## src/rtl/cpu_regs_pkg.sv

```systemverilog
// rtl/cpu_regs_pkg.sv - register select and stack-op encodings for cpu_reg_bank
package cpu_regs_pkg;

    localparam logic [2:0] REG_ACC  = 3'd0;
    localparam logic [2:0] REG_X    = 3'd1;
    localparam logic [2:0] REG_Y    = 3'd2;
    localparam logic [2:0] REG_SP   = 3'd3;
    localparam logic [2:0] REG_PCL  = 3'd4;
    localparam logic [2:0] REG_PCH  = 3'd5;
    localparam logic [2:0] REG_PSR  = 3'd6;
    localparam logic [2:0] REG_NONE = 3'd7;

    typedef enum logic [1:0] {
        SP_NONE = 2'b00,
        SP_PUSH = 2'b01,
        SP_POP  = 2'b10,
        SP_NOP  = 2'b11
    } sp_op_t;

endpackage

```

## src/rtl/cpu_pc_counter.sv

```systemverilog
// rtl/cpu_pc_counter.sv - 2*DW program counter: load > byte write > increment
module cpu_pc_counter #(
    parameter int              DW       = 8,
    parameter logic [2*DW-1:0] PC_RESET = '0
) (
    input  logic            i_clk,
    input  logic            i_reset,
    input  logic            i_load,
    input  logic [2*DW-1:0] i_load_val,
    input  logic            i_wr_lo,
    input  logic            i_wr_hi,
    input  logic [DW-1:0]   i_wr_data,
    input  logic            i_inc,
    output logic [2*DW-1:0] o_pc
);

    logic [2*DW-1:0] r_pc;

    always_ff @(posedge i_clk or posedge i_reset) begin
        if (i_reset) begin
            r_pc <= PC_RESET;
        end else if (i_load) begin
            r_pc <= i_load_val;
        end else if (i_wr_lo) begin
            r_pc[DW-1:0] <= i_wr_data;
        end else if (i_wr_hi) begin
            r_pc[2*DW-1:DW] <= i_wr_data;
        end else if (i_inc) begin
            r_pc <= r_pc + 1'b1;
        end
    end

    assign o_pc = r_pc;

endmodule

```

## src/rtl/cpu_reg_bank.sv

```systemverilog
// rtl/cpu_reg_bank.sv - 6502-style register bank; REGBANK_BYPASS_EN enables write-through reads
module cpu_reg_bank
    import cpu_regs_pkg::*;
#(
    parameter int              DW        = 8,
    parameter logic [DW-1:0]   SP_RESET  = 8'hFF,
    parameter logic [DW-1:0]   PSR_RESET = 8'h20,
    parameter logic [2*DW-1:0] PC_RESET  = 16'h0
) (
    input  logic            i_clk,
    input  logic            i_reset,
    input  logic            i_wr_en,
    input  logic [2:0]      i_wr_sel,
    input  logic [DW-1:0]   i_wr_data,
    input  logic [2:0]      i_rd_sel_a,
    input  logic [2:0]      i_rd_sel_b,
    output logic [DW-1:0]   o_rd_data_a,
    output logic [DW-1:0]   o_rd_data_b,
    input  logic            i_pc_inc,
    input  logic            i_pc_load,
    input  logic [2*DW-1:0] i_pc_load_val,
    input  logic [1:0]      i_sp_op,
    input  logic            i_flag_we,
    input  logic [DW-1:0]   i_flag_mask,
    input  logic [DW-1:0]   i_flag_val,
    output logic [DW-1:0]   o_acc,
    output logic [DW-1:0]   o_x,
    output logic [DW-1:0]   o_y,
    output logic [DW-1:0]   o_sp,
    output logic [DW-1:0]   o_psr,
    output logic [2*DW-1:0] o_pc,
    output logic            o_sp_wrap
);

    logic [DW-1:0]   r_acc, r_x, r_y, r_sp, r_psr;
    logic            r_sp_wrap;
    logic [2*DW-1:0] w_pc;
    logic            w_wr_sp, w_wr_psr;

    assign w_wr_sp  = i_wr_en && (i_wr_sel == REG_SP);
    assign w_wr_psr = i_wr_en && (i_wr_sel == REG_PSR);

    cpu_pc_counter #(.DW(DW), .PC_RESET(PC_RESET)) u_pc (
        .i_clk      (i_clk),
        .i_reset    (i_reset),
        .i_load     (i_pc_load),
        .i_load_val (i_pc_load_val),
        .i_wr_lo    (i_wr_en && (i_wr_sel == REG_PCL)),
        .i_wr_hi    (i_wr_en && (i_wr_sel == REG_PCH)),
        .i_wr_data  (i_wr_data),
        .i_inc      (i_pc_inc),
        .o_pc       (w_pc)
    );

    always_ff @(posedge i_clk or posedge i_reset) begin
        if (i_reset) begin
            r_acc <= '0;
            r_x   <= '0;
            r_y   <= '0;
        end else if (i_wr_en) begin
            if (i_wr_sel == REG_ACC) r_acc <= i_wr_data;
            if (i_wr_sel == REG_X)   r_x   <= i_wr_data;
            if (i_wr_sel == REG_Y)   r_y   <= i_wr_data;
        end
    end

    // Wrap flag only reflects stack arithmetic; a direct SP write clears it.
    always_ff @(posedge i_clk or posedge i_reset) begin
        if (i_reset) begin
            r_sp      <= SP_RESET;
            r_sp_wrap <= 1'b0;
        end else if (w_wr_sp) begin
            r_sp      <= i_wr_data;
            r_sp_wrap <= 1'b0;
        end else if (i_sp_op == SP_PUSH) begin
            r_sp      <= r_sp - 1'b1;
            r_sp_wrap <= (r_sp == '0);
        end else if (i_sp_op == SP_POP) begin
            r_sp      <= r_sp + 1'b1;
            r_sp_wrap <= (r_sp == {DW{1'b1}});
        end else begin
            r_sp_wrap <= 1'b0;
        end
    end

    always_ff @(posedge i_clk or posedge i_reset) begin
        if (i_reset) begin
            r_psr <= PSR_RESET;
        end else if (w_wr_psr) begin
            r_psr <= i_wr_data;
        end else if (i_flag_we) begin
            r_psr <= (r_psr & ~i_flag_mask) | (i_flag_val & i_flag_mask);
        end
    end

    function automatic logic [DW-1:0] read_mux(input logic [2:0] sel);
        case (sel)
            REG_ACC: read_mux = r_acc;
            REG_X:   read_mux = r_x;
            REG_Y:   read_mux = r_y;
            REG_SP:  read_mux = r_sp;
            REG_PCL: read_mux = w_pc[DW-1:0];
            REG_PCH: read_mux = w_pc[2*DW-1:DW];
            REG_PSR: read_mux = r_psr;
            default: read_mux = '0;
        endcase
    endfunction

`ifdef REGBANK_BYPASS_EN
    assign o_rd_data_a = (i_wr_en && i_wr_sel == i_rd_sel_a && i_rd_sel_a != REG_NONE)
                         ? i_wr_data : read_mux(i_rd_sel_a);
    assign o_rd_data_b = (i_wr_en && i_wr_sel == i_rd_sel_b && i_rd_sel_b != REG_NONE)
                         ? i_wr_data : read_mux(i_rd_sel_b);
`else
    assign o_rd_data_a = read_mux(i_rd_sel_a);
    assign o_rd_data_b = read_mux(i_rd_sel_b);
`endif

    assign o_acc     = r_acc;
    assign o_x       = r_x;
    assign o_y       = r_y;
    assign o_sp      = r_sp;
    assign o_psr     = r_psr;
    assign o_pc      = w_pc;
    assign o_sp_wrap = r_sp_wrap;

endmodule

```

## config.mk

```make
export PLATFORM = sky130hd
export DESIGN_NAME = cpu_reg_bank
export DESIGN_NICKNAME = d
export VERILOG_FILES = /design/src/rtl/cpu_regs_pkg.sv /design/src/rtl/cpu_pc_counter.sv /design/src/rtl/cpu_reg_bank.sv
export SDC_FILE = /design/constraint.sdc
export NUM_CORES = 1
export LEC_CHECK = 0
export ABC_AREA = 1
export CAP_MARGIN = 10
export CORE_MARGIN = 2
export CORE_UTILIZATION = 45
export DETAILED_ROUTE_END_ITERATION = 16
export PLACE_DENSITY = 0.77
export SETUP_SLACK_MARGIN = 0.05
export SLEW_MARGIN = 15
export SYNTH_ARGS = -nofsm -noshare
export SYNTH_HDL_FRONTEND = slang
export SYNTH_HIERARCHICAL = 1
export SYNTH_SLANG_ARGS = --single-unit
```

## constraint.sdc

```tcl
create_clock -name i_clk -period 2.8 [get_ports i_clk]
set_input_delay 0.28 -clock i_clk [delete_from_list [all_inputs] [get_ports i_clk]]
set_output_delay 0.28 -clock i_clk [all_outputs]
set_load 0.03 [all_outputs]
```

==> flow_summary.ini, run 1 <==
[synth]
syn_nets = 681
async_flop_share_pct = 100
synthFlopType = dfrtp_1
ys_types = 44
synth.avg_cell_area_um2 = 6.89
synth_largest_area_cell = dfrtp_1
synth_top_area_share_pct = 28.0
seq_area_frac_synth_pct = 33.5
netlist_top_cells_count = nand2_1, inv_1, dfrtp_1
synth_area_mm2 = 0.00429
synth-seq-cells = 57
synth_most_common_cell = nand2_1
synth_cells = 622
synth_area_leaders = dfrtp_1, nand2_1, inv_1
synth_edf_count = 0
yosysWarnings = 6

[sta]
slew_headroom_pct = 56.7
fin_crit_ns = 2.78
hold_viol_final = 0
grt_setup_unrepaired = true
fin_crit_sh_pct = 99.3
timing.final.ws_setup_ns = 0.0198
worst_pin_slew_ns = 0.649
fmax_mhz = 360
setup_viol = 0
slew_viol_final = 0
finalClockSkew_ns = 0.000879

[worst_setup_path]
r2r-end = o_sp[6]
setup.worst_path.start_class = primary input
setup.worst_path.start = i_rd_sel_a[0]
critPathKind = in2out
endpoint = o_rd_data_a[0]
r2r-start = o_sp[1]
r2r_setup_slack_ns = 0.98
critPathCaptureType = output pin
crit_fanout = 8
arrival_ns = 2.50
worst_ep_required_time_ns = 2.52
r2r_cells = 14

[clock_tree]
h-tree-depth = 3
cts_resized = 0
cts_hold_buf = 0
cts_tree = built
root_buffer = clkbuf_8
cts_sinks = 57
worstSkewPairLatency_ns = 0.34
clk_pin_slew_worst_paths_ns = 0.07
cts_setup_buffers = 0
cts.path.max_buffers = 2
cts_made_buffers = 9

[layout]
finalNonFillerCells = 893
num-fill-cells = 857
diodes = 0
final_core_util_pct = 64.2
syn_to_final_growth_pct = 38.4
final_layout_size_suffix_gt1_share_pct = 10.7
final_nets = 818

[detailed_routing]
wl_per_cell_um = 17.7
drtIter0Drc = 390
drc_errors = 0
ant_nets = 0
vias = 5002
drt_pass1_iterations = 6
vias_per_cell = 5.60
route.final.wire_length_um = 15800

[die]
rows = 35
die_x_um = 102
io_pins = 130
core_mm2 = 0.00924
start_util_pct = 46.4
die_h_um = 102
die-area_mm2 = 0.0103

[power_and_ir_drop]
clkPwrFrac_pct = 17.5
power_switching_uw = 1810
p_total_uw = 3920
switching_share_pct = 46.1
internal_power_uw = 2110
ir_drop_uv = 288
p_comb_share_pct = 48.0
power_density_mw_per_mm2 = 661
p_leak_uw = 0.00279
pwr-share-seq_pct = 34.5

[grt]
grt_max_degree = 42
grt_pass1_wl_um = 24900
grt_pass1_vias = 4735
grt_use_total_pct = 31.5
antenna_found_initial = 0
grt_overflow = 0

[outcome]
status = complete, no violations

[place]
port_buffers = 129
placed_cells = 877
routabilityCongestion = 1.04
dpl.hpwl_um = 12300
dp_worst_setup_slack_ns = 0.122

[run]
cap_violations = 0

[worst_hold_path]
hp-class = in2async
[metrics by stage]
stage	hold WS (ns)	area (µm²)	TNS, ns
4_1_cts	0.373	5910	0
2_1_floorplan	0.194	4290	0
3_3_place_gp	0.498	5740	0
5_1_grt	0.427	5930	-0.0284
3_5_place_dp	0.506	5740	0
6_report	0.353	5930	0
[cell type report]
cell class / count / area, µm² / share of cell area [%]
inverters: 96 / 365 / 6.16
clock inverters: 6 / 45.0 / 0.759
well taps: 129 / 161 / 2.72
flip-flops and latches: 57 / 1440 / 24.2
repair buffers: 141 / 1400 / 23.5
clock buffers: 10 / 128 / 2.15
multi-input cells: 454 / 2400 / 40.4
[routing by layer]
layer  vias up  global-route usage (%)  wire length [µm]
met5         -                       0                 0
met4         0                    10.5               397
met3        29                    6.42              1330
met2       242                    50.2              7280
met1      2371                    42.8              6770
li1       2360                       -                 -
[cell families after synthesis]
group,count (synthesis),share of synthesized area [%]
AO/OA/AOI/OAI,149,21.9
flip-flops,57,33.5
AND/OR/NAND/NOR,293,30.9
XOR/XNOR,8,1.63
buffers and inverters,111,10.8
adder cells (fa/ha/maj),2,0.584
multiplexers,2,0.526
[critical path, cell delays in order]
cell and delay [ns]:
clkdlybuf4s50_1 0.57, inv_1 0.13, nor3_2 0.48, a22oi_1 0.16, o2111ai_1 0.17, clkdlybuf4s50_1 0.71
[how the worst min path moves through the flow]
| stage | end | cells after the start |
|---|---|---|
| 4_1_cts | u_pc/o_pc[12] | 2 |
| 6_report | u_pc/o_pc[9] | 2 |
| 3_3_place_gp | o_y[7] | 2 |
| 5_1_grt | u_pc/o_pc[12] | 2 |
| 3_5_place_dp | o_y[1] | 2 |
| 2_1_floorplan | u_pc/o_pc[0] | 1 |
[power by group through the flow]
stage	combinational, µW	sequential [µW]	clock (µW)
final	1880	1350	686
after global routing	2030	1380	733
after CTS	1880	1350	695
after detailed placement	1870	1360	0
after global placement	1850	1360	0
after floorplan	819	1580	0
[cells in the final DEF, fill, tap and decap left out, types with 3 or more instances in the layout]
master,count
nand2_1,169
clkdlybuf4s50_1,124
inv_1,89
dfrtp_1,48
nor2_1,42
o21ai_0,35
nand3_1,34
a21oi_1,31
o22ai_1,29
a22oi_1,13
buf_4,13
nand3_2,9
dfstp_2,9
clkbuf_8,9
a31oi_1,8
nand2_2,8
a221oi_1,8
nor3_1,7
nor2_2,6
o2111ai_1,6
o21ai_1,6
inv_2,5
o21bai_1,5
nand4_1,5
xor2_1,4
xnor2_1,4
nor2_4,3
nor4_1,3
clkinvlp_4,3
dlymetal6s2s_1,3
Note: power is estimated with default switching activity, not from simulation.
==> run 2, diff against run 1 <==
CAP_MARGIN = 20   (was 10)
CTS_BUF_LIST = sky130_fd_sc_hd__clkbuf_2   (was not set)
==> run 2 against run 1 <==
Net effect: die area stayed put; combinational power hardly changed; cell area is 1.1% lower; clock power is 33% lower; cell count stayed put; sequential cell count stayed put; setup slack better by 0.039 ns; sequential power hardly changed; routed wire length hardly changed; critical path depth stayed put; clock skew is 0.0074 ns higher.
==> flow_summary.ini, run 2 (synthesis results as in run 1) <==
[place]
dp_worst_setup_slack_ns = 0.122
port_buffers = 129
placed_cells = 877
dpl.hpwl_um = 12300
routabilityCongestion = 1.04

[sta]
worst_pin_slew_ns = 0.680
slew_headroom_pct = 54.6
hold_viol_final = 0
timing.final.ws_setup_ns = 0.0588
slew_viol_final = 0
fin_crit_sh_pct = 97.9
fmax_mhz = 365
setup_viol = 0
finalClockSkew_ns = 0.00825
grt_setup_unrepaired = true
fin_crit_ns = 2.74

[worst_setup_path]
critPathKind = in2out
cp_top_family = buffers and inverters
crit_path_frequent_cell = clkdlybuf4s50_1
setup.worst_path.start_class = primary input
crit_chain = clkdlybuf4s50_1, nand3_2, o22ai_1, a21oi_1, o2111ai_1, clkdlybuf4s50_1
cp_num_cells = 6
crit_buf_inv = 2
worst_ep_required_time_ns = 2.52
critPathCaptureType = output pin
crit_fanout = 8
arrival_ns = 2.46
r2r_cells = 14
slowest_stage = clkdlybuf4s50_1
r2r_setup_slack_ns = 0.95
cpPeakStageDelay_ns = 0.71

[clock_tree]
cts_made_buffers = 9
cts.path.max_buffers = 2
worstSkewPairLatency_ns = 0.49
cts_hold_buf = 0
root_buffer = clkbuf_2
cts_tree = built
cts_sinks = 57
clk_pin_slew_worst_paths_ns = 0.17
h-tree-depth = 3

[grt]
grt_overflow = 0
grt_max_degree = 42
grt_pass1_wl_um = 24900
grt_pass1_vias = 4745
grt_use_total_pct = 31.4
antenna_found_initial = 0

[run]
cap_violations = 0

[detailed_routing]
ant_nets = 0
wl_per_cell_um = 17.7
vias = 4978
drc_errors = 0
drt_pass1_iterations = 6
route.final.wire_length_um = 15800
vias_per_cell = 5.57
drtIter0Drc = 340

[layout]
layout_commonest_cell = nand2_1
final_cell_mix = nand2_1, clkdlybuf4s50_1, inv_1, dfrtp_1, nor2_1
finalNonFillerCells = 893
diodes = 0
final_nets = 818
final_layout_size_suffix_gt1_share_pct = 11.0
syn_to_final_growth_pct = 37.0
final_core_util_pct = 63.5

[die]
die-area_mm2 = 0.0103
io_pins = 130
core_mm2 = 0.00924
die_x_um = 102
rows = 35
die_h_um = 102
start_util_pct = 46.4

[outcome]
status = complete, no violations

[worst_hold_path]
hp-class = in2async

[power_and_ir_drop]
p_leak_uw = 0.00278
power_density_mw_per_mm2 = 630
ir_drop_uv = 280
## run 2: changes by cell type in the layout (fill, tap and decap cells not counted), sizes merged
cell           change
clkdlybuf4s50      -1
dlymetal6s2s       +1
## run 2: report_power, final
part	switching, µW	internal [µW]
clock	341	120
combinational	1120	759
sequential	323	1030
total	1790	1910
## run 2: final cells by class
type | count | area (µm²)
Fill cell | 866 | 3370
Multi-Input combinational cell | 454 | 2410
Sequential cell | 57 | 1440
Timing Repair Buffer | 141 | 1400
Inverter | 96 | 365
Tap cell | 129 | 161
Clock buffer | 10 | 50.0
Clock inverter | 6 | 45.0
## run 2: path summary, 6_finish.rpt
kind / from / end
max: i_rd_sel_a[2] / o_rd_data_a[0]
min: i_reset / u_pc/o_pc[9]
max reg2reg: o_sp[1] / o_sp[6]
min reg2reg: register / register
max in group asynchronous: i_reset / u_pc/o_pc[0]
min in group i_clk: i_pc_load_val[3] / u_pc/o_pc[3]
## run 2: repair_timing
action	4_1_cts	5_1_grt
gates resized for setup	0	9
buffers inserted	0	0
endpoints found under the hold margin	0	0
setup endpoints to repair	0	8
## run 2: per-layer routing
layer | up-vias | GRT usage (%) | wire [µm]
li1 | 2361 | - | -
met1 | 2320 | 42.7 | 6780
met2 | 265 | 49.8 | 7340
met3 | 32 | 5.45 | 1250
met4 | 0 | 11.9 | 393
met5 | - | 0 | 0
## run 2: metrics by stage
stage	instance area, µm²	total power, µW	TNS, ns	hold WS, ns
floorplan	4290	2400	0	0.194
global placement	5740	3210	0	0.498
detailed placement	5740	3230	0	0.506
CTS	5830	3700	0	0.178
global route	5870	3910	-0.0108	0.230
finish	5870	3700	0	0.198
